`config.mk`:
```
export PLATFORM = sky130hd
export DESIGN_NAME = io_core_regs_flat
export DESIGN_NICKNAME = d
export VERILOG_FILES = /design/src/rtl/io_core_regs_if.sv /design/src/rtl/io_core_regs.sv /design/src/flat_wrapper.sv
export SDC_FILE = /design/constraint.sdc
export NUM_CORES = 1
export LEC_CHECK = 0
export ABC_AREA = 1
export BUFFER_PORTS_ARGS = -buffer_cell sky130_fd_sc_hd__buf_2
export CORE_MARGIN = 4
export CORE_UTILIZATION = 44
export DETAILED_ROUTE_END_ITERATION = 8
export PLACE_DENSITY_LB_ADDON = 0.3
export SLEW_MARGIN = 30
export SYNTH_ARGS = -nofsm -noshare
export SYNTH_HDL_FRONTEND = slang
export SYNTH_SLANG_ARGS = --single-unit
export TNS_END_PERCENT = 10
```
`constraint.sdc`:
```
create_clock -name cp2 -period 1.9 [get_ports cp2]
set_input_delay 0.095 -clock cp2 [delete_from_list [all_inputs] [get_ports cp2]]
set_output_delay 0.095 -clock cp2 [all_outputs]
set_load 0.01 [all_outputs]
```
`src/rtl/io_core_regs_if.sv`:
```
// Bus bundle between the core and its internal I/O register block (SP, SREG, RAMPZ, EIND).
// The core drives the write/adjust/flag inputs; the register block returns the register outputs.
interface io_core_regs_if;
    logic [5:0]  adr;
    logic        iowe;
    logic [7:0]  dbusout;
    logic        sp_push;
    logic        sp_pop;
    logic [1:0]  sp_delta;
    logic [7:0]  sreg_fl_in;
    logic [7:0]  sreg_fl_we;
    logic        irq_entry;
    logic        reti;

    logic [7:0]  spl_out;
    logic [7:0]  sph_out;
    logic [15:0] sp_out;
    logic [7:0]  sreg_out;
    logic [7:0]  rampz_out;
    logic [7:0]  eind_out;
    logic        sp_err;

    modport master (
        output adr, iowe, dbusout, sp_push, sp_pop, sp_delta,
               sreg_fl_in, sreg_fl_we, irq_entry, reti,
        input  spl_out, sph_out, sp_out, sreg_out, rampz_out, eind_out, sp_err
    );

    modport slave (
        input  adr, iowe, dbusout, sp_push, sp_pop, sp_delta,
               sreg_fl_in, sreg_fl_we, irq_entry, reti,
        output spl_out, sph_out, sp_out, sreg_out, rampz_out, eind_out, sp_err
    );
endinterface

```
`src/rtl/io_core_regs.sv`:
```
// Core-internal I/O registers: stack pointer with push/pop adjust and wrap detection,
// SREG with per-flag ALU updates and interrupt I-flag control, RAMPZ and EIND.
module io_core_regs #(
    parameter bit          pc22b      = 1'b0,
    parameter logic [15:0] sp_rst_val = 16'h10FF,
    parameter bit          rampz_impl = 1'b1
) (
    input  logic          cp2,
    input  logic          ireset,
    io_core_regs_if.slave bus
);
    localparam logic [5:0] ADR_RAMPZ = 6'h3B;
    localparam logic [5:0] ADR_EIND  = 6'h3C;
    localparam logic [5:0] ADR_SPL   = 6'h3D;
    localparam logic [5:0] ADR_SPH   = 6'h3E;
    localparam logic [5:0] ADR_SREG  = 6'h3F;

    logic [15:0] sp_q, sp_d;
    logic [7:0]  sreg_q, sreg_d;
    logic [7:0]  rampz_q, rampz_d;
    logic [7:0]  eind_q, eind_d;
    logic        sp_err_q, sp_err_d;

    logic        wrSpl, wrSph, wrSreg, wrRampz, wrEind;
    logic [15:0] spDelta;
    logic [16:0] spDown, spUp;

    assign wrSpl   = bus.iowe && (bus.adr == ADR_SPL);
    assign wrSph   = bus.iowe && (bus.adr == ADR_SPH);
    assign wrSreg  = bus.iowe && (bus.adr == ADR_SREG);
    assign wrRampz = bus.iowe && (bus.adr == ADR_RAMPZ) && rampz_impl;
    assign wrEind  = bus.iowe && (bus.adr == ADR_EIND) && pc22b;

    // A zero delta means one byte; three bytes only exist with a 22-bit PC.
    always_comb begin
        spDelta = 16'd1;
        case (bus.sp_delta)
            2'd2:    spDelta = 16'd2;
            2'd3:    spDelta = pc22b ? 16'd3 : 16'd2;
            default: spDelta = 16'd1;
        endcase
    end

    // Bit 16 of each result is the borrow/carry that flags a stack wrap.
    assign spDown = {1'b0, sp_q} - {1'b0, spDelta};
    assign spUp   = {1'b0, sp_q} + {1'b0, spDelta};

    always_comb begin
        sp_d     = sp_q;
        sp_err_d = sp_err_q;
        if (wrSpl) begin
            sp_d[7:0] = bus.dbusout;
        end else if (wrSph) begin
            sp_d[15:8] = bus.dbusout;
            sp_err_d   = 1'b0;
        end else if (bus.sp_push && !bus.sp_pop) begin
            sp_d = spDown[15:0];
            if (spDown[16]) sp_err_d = 1'b1;
        end else if (bus.sp_pop && !bus.sp_push) begin
            sp_d = spUp[15:0];
            if (spUp[16]) sp_err_d = 1'b1;
        end
    end

    // A direct SREG write masks the ALU flags and the interrupt I-flag control.
    always_comb begin
        sreg_d = sreg_q;
        if (wrSreg) begin
            sreg_d = bus.dbusout;
        end else begin
            sreg_d = (sreg_q & ~bus.sreg_fl_we) | (bus.sreg_fl_in & bus.sreg_fl_we);
            if (bus.irq_entry) begin
                sreg_d[7] = 1'b0;
            end else if (bus.reti) begin
                sreg_d[7] = 1'b1;
            end
        end
    end

    always_comb begin
        rampz_d = wrRampz ? bus.dbusout : rampz_q;
        eind_d  = wrEind  ? bus.dbusout : eind_q;
    end

    always_ff @(posedge cp2) begin
        if (ireset) begin
            sp_q     <= sp_rst_val;
            sreg_q   <= 8'h00;
            rampz_q  <= 8'h00;
            eind_q   <= 8'h00;
            sp_err_q <= 1'b0;
        end else begin
            sp_q     <= sp_d;
            sreg_q   <= sreg_d;
            rampz_q  <= rampz_d;
            eind_q   <= eind_d;
            sp_err_q <= sp_err_d;
        end
    end

    assign bus.spl_out   = sp_q[7:0];
    assign bus.sph_out   = sp_q[15:8];
    assign bus.sp_out    = sp_q;
    assign bus.sreg_out  = sreg_q;
    assign bus.rampz_out = rampz_q;
    assign bus.eind_out  = eind_q;
    assign bus.sp_err    = sp_err_q;
endmodule

```
`src/flat_wrapper.sv`:
```
// flat-port wrapper written by rule: the top's interface ports become plain ports
module io_core_regs_flat 
#(
    parameter bit          pc22b      = 1'b0,
    parameter logic [15:0] sp_rst_val = 16'h10FF,
    parameter bit          rampz_impl = 1'b1
)
  (cp2, ireset, bus_adr, bus_iowe, bus_dbusout, bus_sp_push, bus_sp_pop, bus_sp_delta, bus_sreg_fl_in, bus_sreg_fl_we, bus_irq_entry, bus_reti, bus_spl_out, bus_sph_out, bus_sp_out, bus_sreg_out, bus_rampz_out, bus_eind_out, bus_sp_err);
  io_core_regs_if bus_i ();
  input  logic cp2;
  input  logic ireset;
  input wire logic [$bits(bus_i.adr)-1:0] bus_adr;
  input wire logic [$bits(bus_i.iowe)-1:0] bus_iowe;
  input wire logic [$bits(bus_i.dbusout)-1:0] bus_dbusout;
  input wire logic [$bits(bus_i.sp_push)-1:0] bus_sp_push;
  input wire logic [$bits(bus_i.sp_pop)-1:0] bus_sp_pop;
  input wire logic [$bits(bus_i.sp_delta)-1:0] bus_sp_delta;
  input wire logic [$bits(bus_i.sreg_fl_in)-1:0] bus_sreg_fl_in;
  input wire logic [$bits(bus_i.sreg_fl_we)-1:0] bus_sreg_fl_we;
  input wire logic [$bits(bus_i.irq_entry)-1:0] bus_irq_entry;
  input wire logic [$bits(bus_i.reti)-1:0] bus_reti;
  output wire logic [$bits(bus_i.spl_out)-1:0] bus_spl_out;
  output wire logic [$bits(bus_i.sph_out)-1:0] bus_sph_out;
  output wire logic [$bits(bus_i.sp_out)-1:0] bus_sp_out;
  output wire logic [$bits(bus_i.sreg_out)-1:0] bus_sreg_out;
  output wire logic [$bits(bus_i.rampz_out)-1:0] bus_rampz_out;
  output wire logic [$bits(bus_i.eind_out)-1:0] bus_eind_out;
  output wire logic [$bits(bus_i.sp_err)-1:0] bus_sp_err;
  assign bus_i.adr = bus_adr;
  assign bus_i.iowe = bus_iowe;
  assign bus_i.dbusout = bus_dbusout;
  assign bus_i.sp_push = bus_sp_push;
  assign bus_i.sp_pop = bus_sp_pop;
  assign bus_i.sp_delta = bus_sp_delta;
  assign bus_i.sreg_fl_in = bus_sreg_fl_in;
  assign bus_i.sreg_fl_we = bus_sreg_fl_we;
  assign bus_i.irq_entry = bus_irq_entry;
  assign bus_i.reti = bus_reti;
  assign bus_spl_out = bus_i.spl_out;
  assign bus_sph_out = bus_i.sph_out;
  assign bus_sp_out = bus_i.sp_out;
  assign bus_sreg_out = bus_i.sreg_out;
  assign bus_rampz_out = bus_i.rampz_out;
  assign bus_eind_out = bus_i.eind_out;
  assign bus_sp_err = bus_i.sp_err;
  io_core_regs #(.pc22b(pc22b), .sp_rst_val(sp_rst_val), .rampz_impl(rampz_impl)) u_core (.cp2(cp2), .ireset(ireset), .bus(bus_i));
endmodule
```
# ---- After elaboration in Yosys (flattened, before gate mapping)
# Cells that the tools add are included.
dict set report word_totals {
  wordCells 49
  out_inout_bits 57
  register_bits 33
}
dict set report classes {
  n_mux 14
  add_sub_neg 2
  n_eq_ne 8
  reduce_logical 15
  n_bitwise 5
}
# operator n
set op_table {}
lappend op_table {{$mux W16} 2}
lappend op_table {{$mux W8} 4}
lappend op_table {{$eq A6 B6 Y1 const B} 4}
lappend op_table {{$add A16 B2 Y17} 1}
lappend op_table {{$sub A16 B2 Y17} 1}
lappend op_table {{$and A8 B8 Y8} 2}
lappend op_table {{$reduce_bool A3 Y1} 3}
lappend op_table {{$not A8 Y8} 1}
lappend op_table {{$or A8 B8 Y8} 1}
lappend op_table {{$mux W1} 7}
lappend op_table {{$logic_and A1 B1 Y1} 6}
lappend op_table {{$eq A2 B2 Y1 const B} 2}
lappend op_table {{$reduce_and A2 Y1} 2}
lappend op_table {{$reduce_and A4 Y1} 1}
lappend op_table {{$ne A3 B1 Y1 const B} 1}
lappend op_table {{$logic_not A1 Y1} 2}
lappend op_table {{$mux W2} 1}
lappend op_table {{$ne A2 B1 Y1 const B} 1}
lappend op_table {{$reduce_or A2 Y1} 1}
lappend op_table {{$not A1 Y1} 1}

# ---- Logic depth before layout (Yosys ltp)
# Gate-level depths: netlist (run 1).
dict set report logic_depth {
  ltp_word 8
  ltp_mapped 14
}

# ---- Worst setup path before layout (run 1)
# Ideal clock, no wire load.
dict set report synth_path {
  kind {reg-to-reg}
  start {register u_core.sp_q[0], in the netlist u_core.bus.sp_out[0]}
  end {register u_core.sp_err_q, in the netlist u_core.bus.sp_err}
  path_stages_with_launch 13
  synth_period_minus_slack_ps 1999
  arrival_ps 1936
  slack_ps -99
  path_cell_list {dfxtp_1 ha_1 inv_1 fa_1 inv_1 nand2_1 nor2_1 nand3_1 o21ai_0 nand3_1 nor2_1 nor2_1 nor2_1}
}
dict set report synth_between {
  elab_chain_len 3
}
# element line_no
set synth_rtl {}
lappend synth_rtl {{from (decl)} io_core_regs.sv:18} ;# logic [15:0] sp_q, sp_d;
lappend synth_rtl {{from (signal assigned)} io_core_regs.sv:87} ;# sp_q <= sp_rst_val;
lappend synth_rtl {{from (signal assigned)} io_core_regs.sv:93} ;# sp_q <= sp_d;
lappend synth_rtl {{$sub A16 B2 Y17 / $add A16 B2 Y17 (equally long branches)} {io_core_regs.sv:45, io_core_regs.sv:46}}
lappend synth_rtl {{$ne A3 B1 Y1 (no source line) / $reduce_bool A3 Y1 (equally long branches)} n/a}
lappend synth_rtl {{$reduce_and A4 Y1 (no source line) (*)} n/a}
lappend synth_rtl {{to (signal assigned)} io_core_regs.sv:97} ;# sp_err_q <= sp_err_d;
lappend synth_rtl {{to (decl)} io_core_regs.sv:22} ;# logic sp_err_q, sp_err_d;
# Mark *: on every way between the ends. The rest lies on a longest branch, timed or not.
# A chain may end at the register's enable or synchronous reset.

# ---- Worst setup path after layout (run 1)
dict set report layout_path {
  start {register u_core.sp_q[0], in the netlist u_core.bus.sp_out[0]}
  end {register u_core.sp_q[1], in the netlist u_core.bus.sp_out[1]}
}
dict set report layout_between {
  elab_chain_len 5
}
# element line_no
set layout_rtl {}
lappend layout_rtl {{$add A16 B2 Y17} io_core_regs.sv:46} ;# assign spUp = {1'b0, sp_q} + {1'b0, spDelta};
lappend layout_rtl {{$mux W16} io_core_regs.sv:59} ;# end else if (bus.sp_pop && !bus.sp_push) begin
lappend layout_rtl {{$mux W16 (*)} io_core_regs.sv:56} ;# end else if (bus.sp_push && !bus.sp_pop) begin
lappend layout_rtl {{$mux W8 (*)} io_core_regs.sv:53} ;# end else if (wrSph) begin
lappend layout_rtl {{$mux W8 (*)} io_core_regs.sv:51} ;# if (wrSpl) begin
# Mark *: on every way between the ends. The rest lies on a longest branch, timed or not. The select of a mux whose other input is x is not followed.

==> results of run 1 <==
[cells in the final DEF, fill, tap and decap left out, drive strengths merged]
cell and n:
nor3 1, dfxtp 33, o2111ai 4, xor2 6, o21bai 2, a21oi 21
conb 8, ha 5, o22ai 1, clkinv 1, mux2i 7, clkbuf 7
buf 98, o31ai 1, nor2 45, nand3 30, o21ai 24, a211oi 7
o221ai 1, fa 2, inv 44, nand4 10, a22oi 2, nand2 90
o211ai 1
[logic make-up (layout without fill, tap and decap cells)]
| logic type | Yosys count | count (layout) | synth area share [%] |
|---|---|---|---|
| AO/OA/AOI/OAI | 64 | 64 | 15.8 |
| buffers and inverters | 78 | 150 | 16.3 |
| other | 1 | 8 | 0.156 |
| AND/OR/NAND/NOR | 176 | 176 | 31.0 |
| XOR/XNOR | 6 | 6 | 2.18 |
| flip-flops | 33 | 33 | 27.4 |
| multiplexers | 7 | 7 | 2.91 |
| adder cells (fa/ha/maj) | 7 | 7 | 4.26 |
[critical path, cell delays in order (launching register included)]
cell       delay, ns
dfxtp_2         0.35
buf_4           0.11
inv_1           0.03
ha_1            0.21
fa_2            0.53
nor2_1          0.06
o21ai_0         0.27
o2111ai_1       0.15
[power by group through the flow]
stage | Combinational, mW | Sequential (mW) | Clock (mW)
finish | 0.583 | 0.802 | 0.592
global route | 0.652 | 0.812 | 0.632
CTS | 0.559 | 0.799 | 0.600
detailed placement | 0.549 | 0.813 | 0
global placement | 0.538 | 0.812 | 0
floorplan | 0.370 | 0.822 | 0
[path summary, 6_finish.rpt]
path	from	end	slack, ns
max	u_core.bus.sp_out[0]	u_core.bus.sp_out[1]	0.04
min	bus_irq_entry	u_core.bus.sreg_out[7]	0.08
max reg2reg	u_core.bus.sp_out[0]	u_core.bus.sp_out[1]	0.04
min reg2reg	u_core.bus.sp_err	u_core.bus.sp_err	0.47
[layer usage]
layer | vias up | GRT usage (%) | part of all wire [%]
met5 | - | 0 | 0
met4 | 0 | 6.48 | 2.5
met3 | 17 | 4.61 | 8.5
met2 | 121 | 35.6 | 47
met1 | 1170 | 28.1 | 42
li1 | 1340 | - | -
[cell type report]
| cell class | instances | area, um2 | share of cell area, % |
|---|---|---|---|
| Clock buffer | 7 | 96.3 | 3.24 |
| Clock inverter | 1 | 5.00 | 0.168 |
| Inverter | 44 | 165 | 5.55 |
| Multi-Input combinational cell | 268 | 1430 | 48.2 |
| Sequential cell | 33 | 663 | 22.3 |
| Tap cell | 70 | 87.6 | 2.94 |
| Timing Repair Buffer | 98 | 524 | 17.6 |
[what timing repair did]
item | in CTS | in global routing
gates resized for setup | 4 | 15
pin swaps | 3 | 5
setup endpoints to repair | 5 | 13
hold endpoints to repair | 0 | 0
[stage by stage]
| step | util [%] | area (um2) |
|---|---|---|
| after floorplan | - | 2440 |
| after global placement | 54.2 | 2820 |
| after detailed placement | 54.2 | 2820 |
| after CTS | 56.3 | 2930 |
| after global routing | 57.2 | 2980 |
| final | 57.2 | 2980 |
==> out/metrics.cfg, run 1 <==
[outcome]
status = completed

[placement]
globalplace.congestion = 0.916
dpl.hpwl_um = 5240
place_ws_ns = -0.0588
portBuffers = 86
dp.cells = 513

[worst_setup_path]
start_kind = flip-flop
crit_arrival_ns = 2.01
crit_required_ns = 2.05
path_max_fanout = 2
reg2regPathDepth = 7
worstSetupPathType = flip-flop to flip-flop
worst_setup_path_end_kind = flip-flop

[logic_synthesis]
syn_area_per_cell_um2 = 6.47
ys_ff_latch = 33
synthFlopType = dfxtp_1
synth_top_area_cell = dfxtp_1
yosys_warnings = 0
synthTopCellsByArea = dfxtp_1 (27%), nand2_1 (14%), buf_4 (7.5%)
synthCells = 372
synth_edf_count = 0
ys_async_sr_fraction_pct = 0
yosys-top-cells-count = nand2_1 (89), nor2_1 (44), inv_1 (42)
synth_most_common_cell = nand2_1
yosysUniqueCellTypes = 31
synth_area_um2 = 2410
synth.top_cell.area_share_pct = 27.4
synth-seq-area-share_pct = 27.4

[routing]
num_vias = 2648
wl_per_cell_um = 13.4
dr.pass1.iters = 4
dr.first_iter.drc_count = 303
drtAntennaViolNets = 0
drc = 0
viasPerCell = 5.08
routed_wl_um = 7000

[global_route]
grt-ovfl-total = 0
antenna_found_initial = 0
grt_pass1_wl_um = 11300
grt_max_degree = 19
first_global_vias = 2482
track_usage_pct = 21.6

[cts]
cts_hold_buf = 0
cts_max_path_buffers = 2
htree_levels = 2
cts_buffers = 5
postCtsSetupBuffers = 0
numClockSinks = 33
clk_pin_slew_worst_paths_ns = 0.07
tritoncts = done
cts_root_buf = clkbuf_8
insertion_delay_ns = 0.29

[timing]
slew_violations = 0
setup_ws_ns = 0.0429
slew_headroom_pct = 65.8
max_freq_mhz = 538
tns_ns = 0
period_share_pct = 97.7
skew_ns = 0.00552
period_needed_ns = 1.86
rsz0062_at_grt = yes
tightest_slew_ns = 0.512
hold_viol_final = 0
whs_ns = 0.0794
finalSetupViolCount = 0

[flow_run]
drv_cap = 0

[power]
p_seq_share_pct = 40.6
combPwrFrac_pct = 29.5
p_int_mw = 1.30
power.density_nw_per_um2 = 664
cellLeakagePower_nw = 1.54
switching_share_pct = 34.3
vdd_drop_max_mv = 0.497
total_power_mw = 1.98
clkPwrFrac_pct = 29.9
p_sw_mw = 0.678

[die]
start_util_pct = 46.3
ios = 96
fp.dieArea_um2 = 6720
core-area_um2 = 5200
rows = 26
die_y_um = 82.0
fp.dieW_um = 82.0

[layout]
antenna_cells = 0
final.fill_count = 515
final_nets = 496
syn2layout_area_growth_pct = 23.6
fin_cells = 521
drive_above_1_share_pct = 28.4

[worst_hold_path]
whs_path_depth = 3
hp-class = primary input to flip-flop

Power figures use the tool's default switching activity.
==> run 2: changes to the inputs <==
Settings changed: BUFFER_PORTS_ARGS -buffer_cell sky130_fd_sc_hd__buf_2 to default, CORE_UTILIZATION 44 to 55, CTS_CLUSTER_DIAMETER from default to 100, DONT_BUFFER_PORTS from default to 1.
==> run 2 against run 1 <==
Compared with the run above:
- cell area shrank 10%
- global-route usage rose by 4.5 points
- clock power about the same
- clock skew down 0.0021 ns
- sequential cell count did not move
- first-iteration DRC count shrank 51%
- wire length fell by 4.1%
- worst setup slack got worse by 0.031 ns
- largest power group unchanged
- sequential share of layout area grew 2.7 points
- utilization is 7.6 points higher
==> out/metrics.cfg, run 2 (same netlist as run 1, synthesis figures left out) <==
[outcome]
status = completed

[layout]
layout_commonest_cell = nand2_1
mostFrequentLayoutCells = nand2_1 (87), nor2_1 (42), inv_1 (41), dfxtp_1 (31), nand3_1 (28)
drive_above_1_share_pct = 11.3  ; -17 points
fin_cells = 431  ; -17%
fin_util_pct = 64.7  ; +7.6 points
antenna_cells = 0  ; unchanged
syn2layout_area_growth_pct = 10.7
final_nets = 426  ; -14%
final.fill_count = 381  ; -26%

[cts]
postCtsSetupBuffers = 0  ; unchanged
clk_pin_slew_worst_paths_ns = 0.07  ; about the same
htree_levels = 2  ; unchanged
numClockSinks = 33  ; unchanged
cts_max_path_buffers = 2  ; unchanged
tritoncts = done
cts_buffers = 5  ; unchanged
cts_root_buf = clkbuf_8
insertion_delay_ns = 0.29  ; about the same

[timing]
setup_ws_ns = 0.0124  ; -0.0305 ns
period_needed_ns = 1.89  ; +0.0305 ns
tightest_slew_ns = 0.599  ; +0.0871 ns
rsz0062_at_grt = yes
finalSetupViolCount = 0  ; unchanged
hold_viol_final = 0  ; unchanged
skew_ns = 0.00343  ; -0.00209 ns
period_share_pct = 99.3  ; +1.6 points
max_freq_mhz = 530  ; -1.6%
slew_headroom_pct = 59.9  ; -5.9 points
slew_violations = 0  ; unchanged

[worst_setup_path]
crit_chain = ha_4 -> inv_1 -> fa_2 -> inv_2 -> nand2_2 -> nor2_4 -> nand3_1 -> o21ai_1 -> nand3_1 -> nor2_1 -> nor2_1 -> nor2_1
path_max_fanout = 4  ; +2
reg2regPathDepth = 12  ; +5
crit_arrival_ns = 2.12  ; +0.11 ns
worst_setup_path_end_kind = flip-flop
worstSetupPathType = flip-flop to flip-flop
r2r_setup_slack_ns = 0.01  ; -0.03 ns
start_kind = flip-flop
rr_endpoint = u_core.bus.sp_err
critical_path.max_stage_delay_ns = 0.37  ; -0.16 ns
cp_common_cell = nor2_1
crit_required_ns = 2.13  ; +0.08 ns
reg2reg_from = u_core.bus.sp_out[0]
slowest_stage = dfxtp_4
crit_buf_inv = 2  ; unchanged
critPathTopFamily = simple AND/OR/NAND/NOR gates

[routing]
routed_wl_um = 6710  ; -4.1%
wl_per_cell_um = 15.6  ; +16%
viasPerCell = 5.66  ; +11%
drc = 0  ; unchanged
dr.pass1.iters = 5  ; +1
num_vias = 2439  ; -7.9%
drtAntennaViolNets = 0  ; unchanged
dr.first_iter.drc_count = 147  ; -51%

[global_route]
track_usage_pct = 26.1  ; +4.5 points
first_global_vias = 2367  ; -4.6%
antenna_found_initial = 0  ; unchanged
grt_max_degree = 19  ; unchanged
grt_pass1_wl_um = 11100  ; -2.0%
grt-ovfl-total = 0  ; unchanged

[power]
power.density_nw_per_um2 = 709  ; +6.8%
cellLeakagePower_nw = 1.25  ; -19%
vdd_drop_max_mv = 0.664  ; +34%
total_power_mw = 1.89  ; -4.4%

[flow_run]
drv_cap = 0  ; unchanged

[worst_hold_path]
min-delay-start = bus_irq_entry
whs_path_depth = 2  ; -1
hp-class = primary input to flip-flop
min_to = u_core.bus.sreg_out[7]

[placement]
place_ws_ns = -0.0828  ; -0.0240 ns
dp.cells = 410  ; -20%
portBuffers = 0  ; -100%
globalplace.congestion = 0.896  ; -2.2%
dpl.hpwl_um = 4750  ; -9.3%

[die]
fp.dieArea_um2 = 5500  ; -18%
rows = 23  ; -12%
start_util_pct = 58.5  ; +12 points
core-area_um2 = 4120  ; -21%
ios = 96  ; unchanged
die_y_um = 74.2  ; -9.5%
fp.dieW_um = 74.2  ; -9.5%

[run 2: layout make-up]
cell class                 instances  area, um2  share of cell area, %
timing repair buffer              28        246                   9.25
multi-input combinational        268       1420                   53.4
clock inverter                     1       5.00                  0.188
clock buffer                       7       96.3                   3.62
tap                               50       62.6                   2.35
sequential                        33        666                   25.0
inverter                          44        165                   6.20
[run 2: power breakdown]
part	internal [mW]	switching [mW]	leakage [nW]
combinational	0.186	0.282	0.927
sequential	0.736	0.0947	0.270
clock	0.327	0.263	0.0542
total	1.25	0.640	1.25
[run 2: worst max-delay path by stage]
stage                                    start  slack (ns)               endpoint  cells past startpoint
after CTS                 u_core.bus.sp_out[0]      0.0006   u_core.bus.sp_out[8]                     10
after global placement    u_core.bus.sp_out[0]       -0.02      u_core.bus.sp_err                     12
after detailed placement  u_core.bus.sp_out[0]       -0.08      u_core.bus.sp_err                     12
after global routing      u_core.bus.sp_out[0]       -0.07  u_core.bus.sp_out[14]                     14
after floorplan           u_core.bus.sp_out[0]        0.03      u_core.bus.sp_err                     12
final                     u_core.bus.sp_out[0]        0.01      u_core.bus.sp_err                     12
[run 2: timing repair]
item                                    in CTS  in global routing
resized for setup                            5                 12
pin swaps                                    6                  2
hold endpoints to repair                    25                  0
endpoints found under the setup margin       6                 15
hold buffers                                13                  0
[run 2: worst register-to-register path, cell delays in order, from the launching register on]
cell     delay (ns)
dfxtp_4        0.37
ha_4           0.13
inv_1          0.05
fa_2           0.34
inv_2          0.06
nand2_2        0.07
nor2_4         0.17
nand3_1        0.10
o21ai_1        0.18
nand3_1        0.12
nor2_1         0.12
nor2_1         0.04
nor2_1         0.08
[run 2: routing by layer]
layer / global-route usage [%] / up-vias / wire (um)
met1: 30.9 / 1085 / 2660
met2: 43.3 / 131 / 3090
li1: - / 1205 / -
met5: 0 / - / 0
met3: 8.65 / 18 / 741
met4: 10.7 / 0 / 217
[run 2: per-stage QoR]
| step | setup TNS (ns) | cell area, um2 | hold slack (ns) |
|---|---|---|---|
| 2_1_floorplan | 0 | 2440 | 0.217 |
| 3_3_place_gp | -0.0222 | 2390 | 0.161 |
| 3_5_place_dp | -0.157 | 2390 | 0.160 |
| 4_1_cts | 0 | 2630 | 0.00717 |
| 5_1_grt | -0.232 | 2660 | 0.0337 |
| 6_report | 0 | 2660 | 0.00400 |
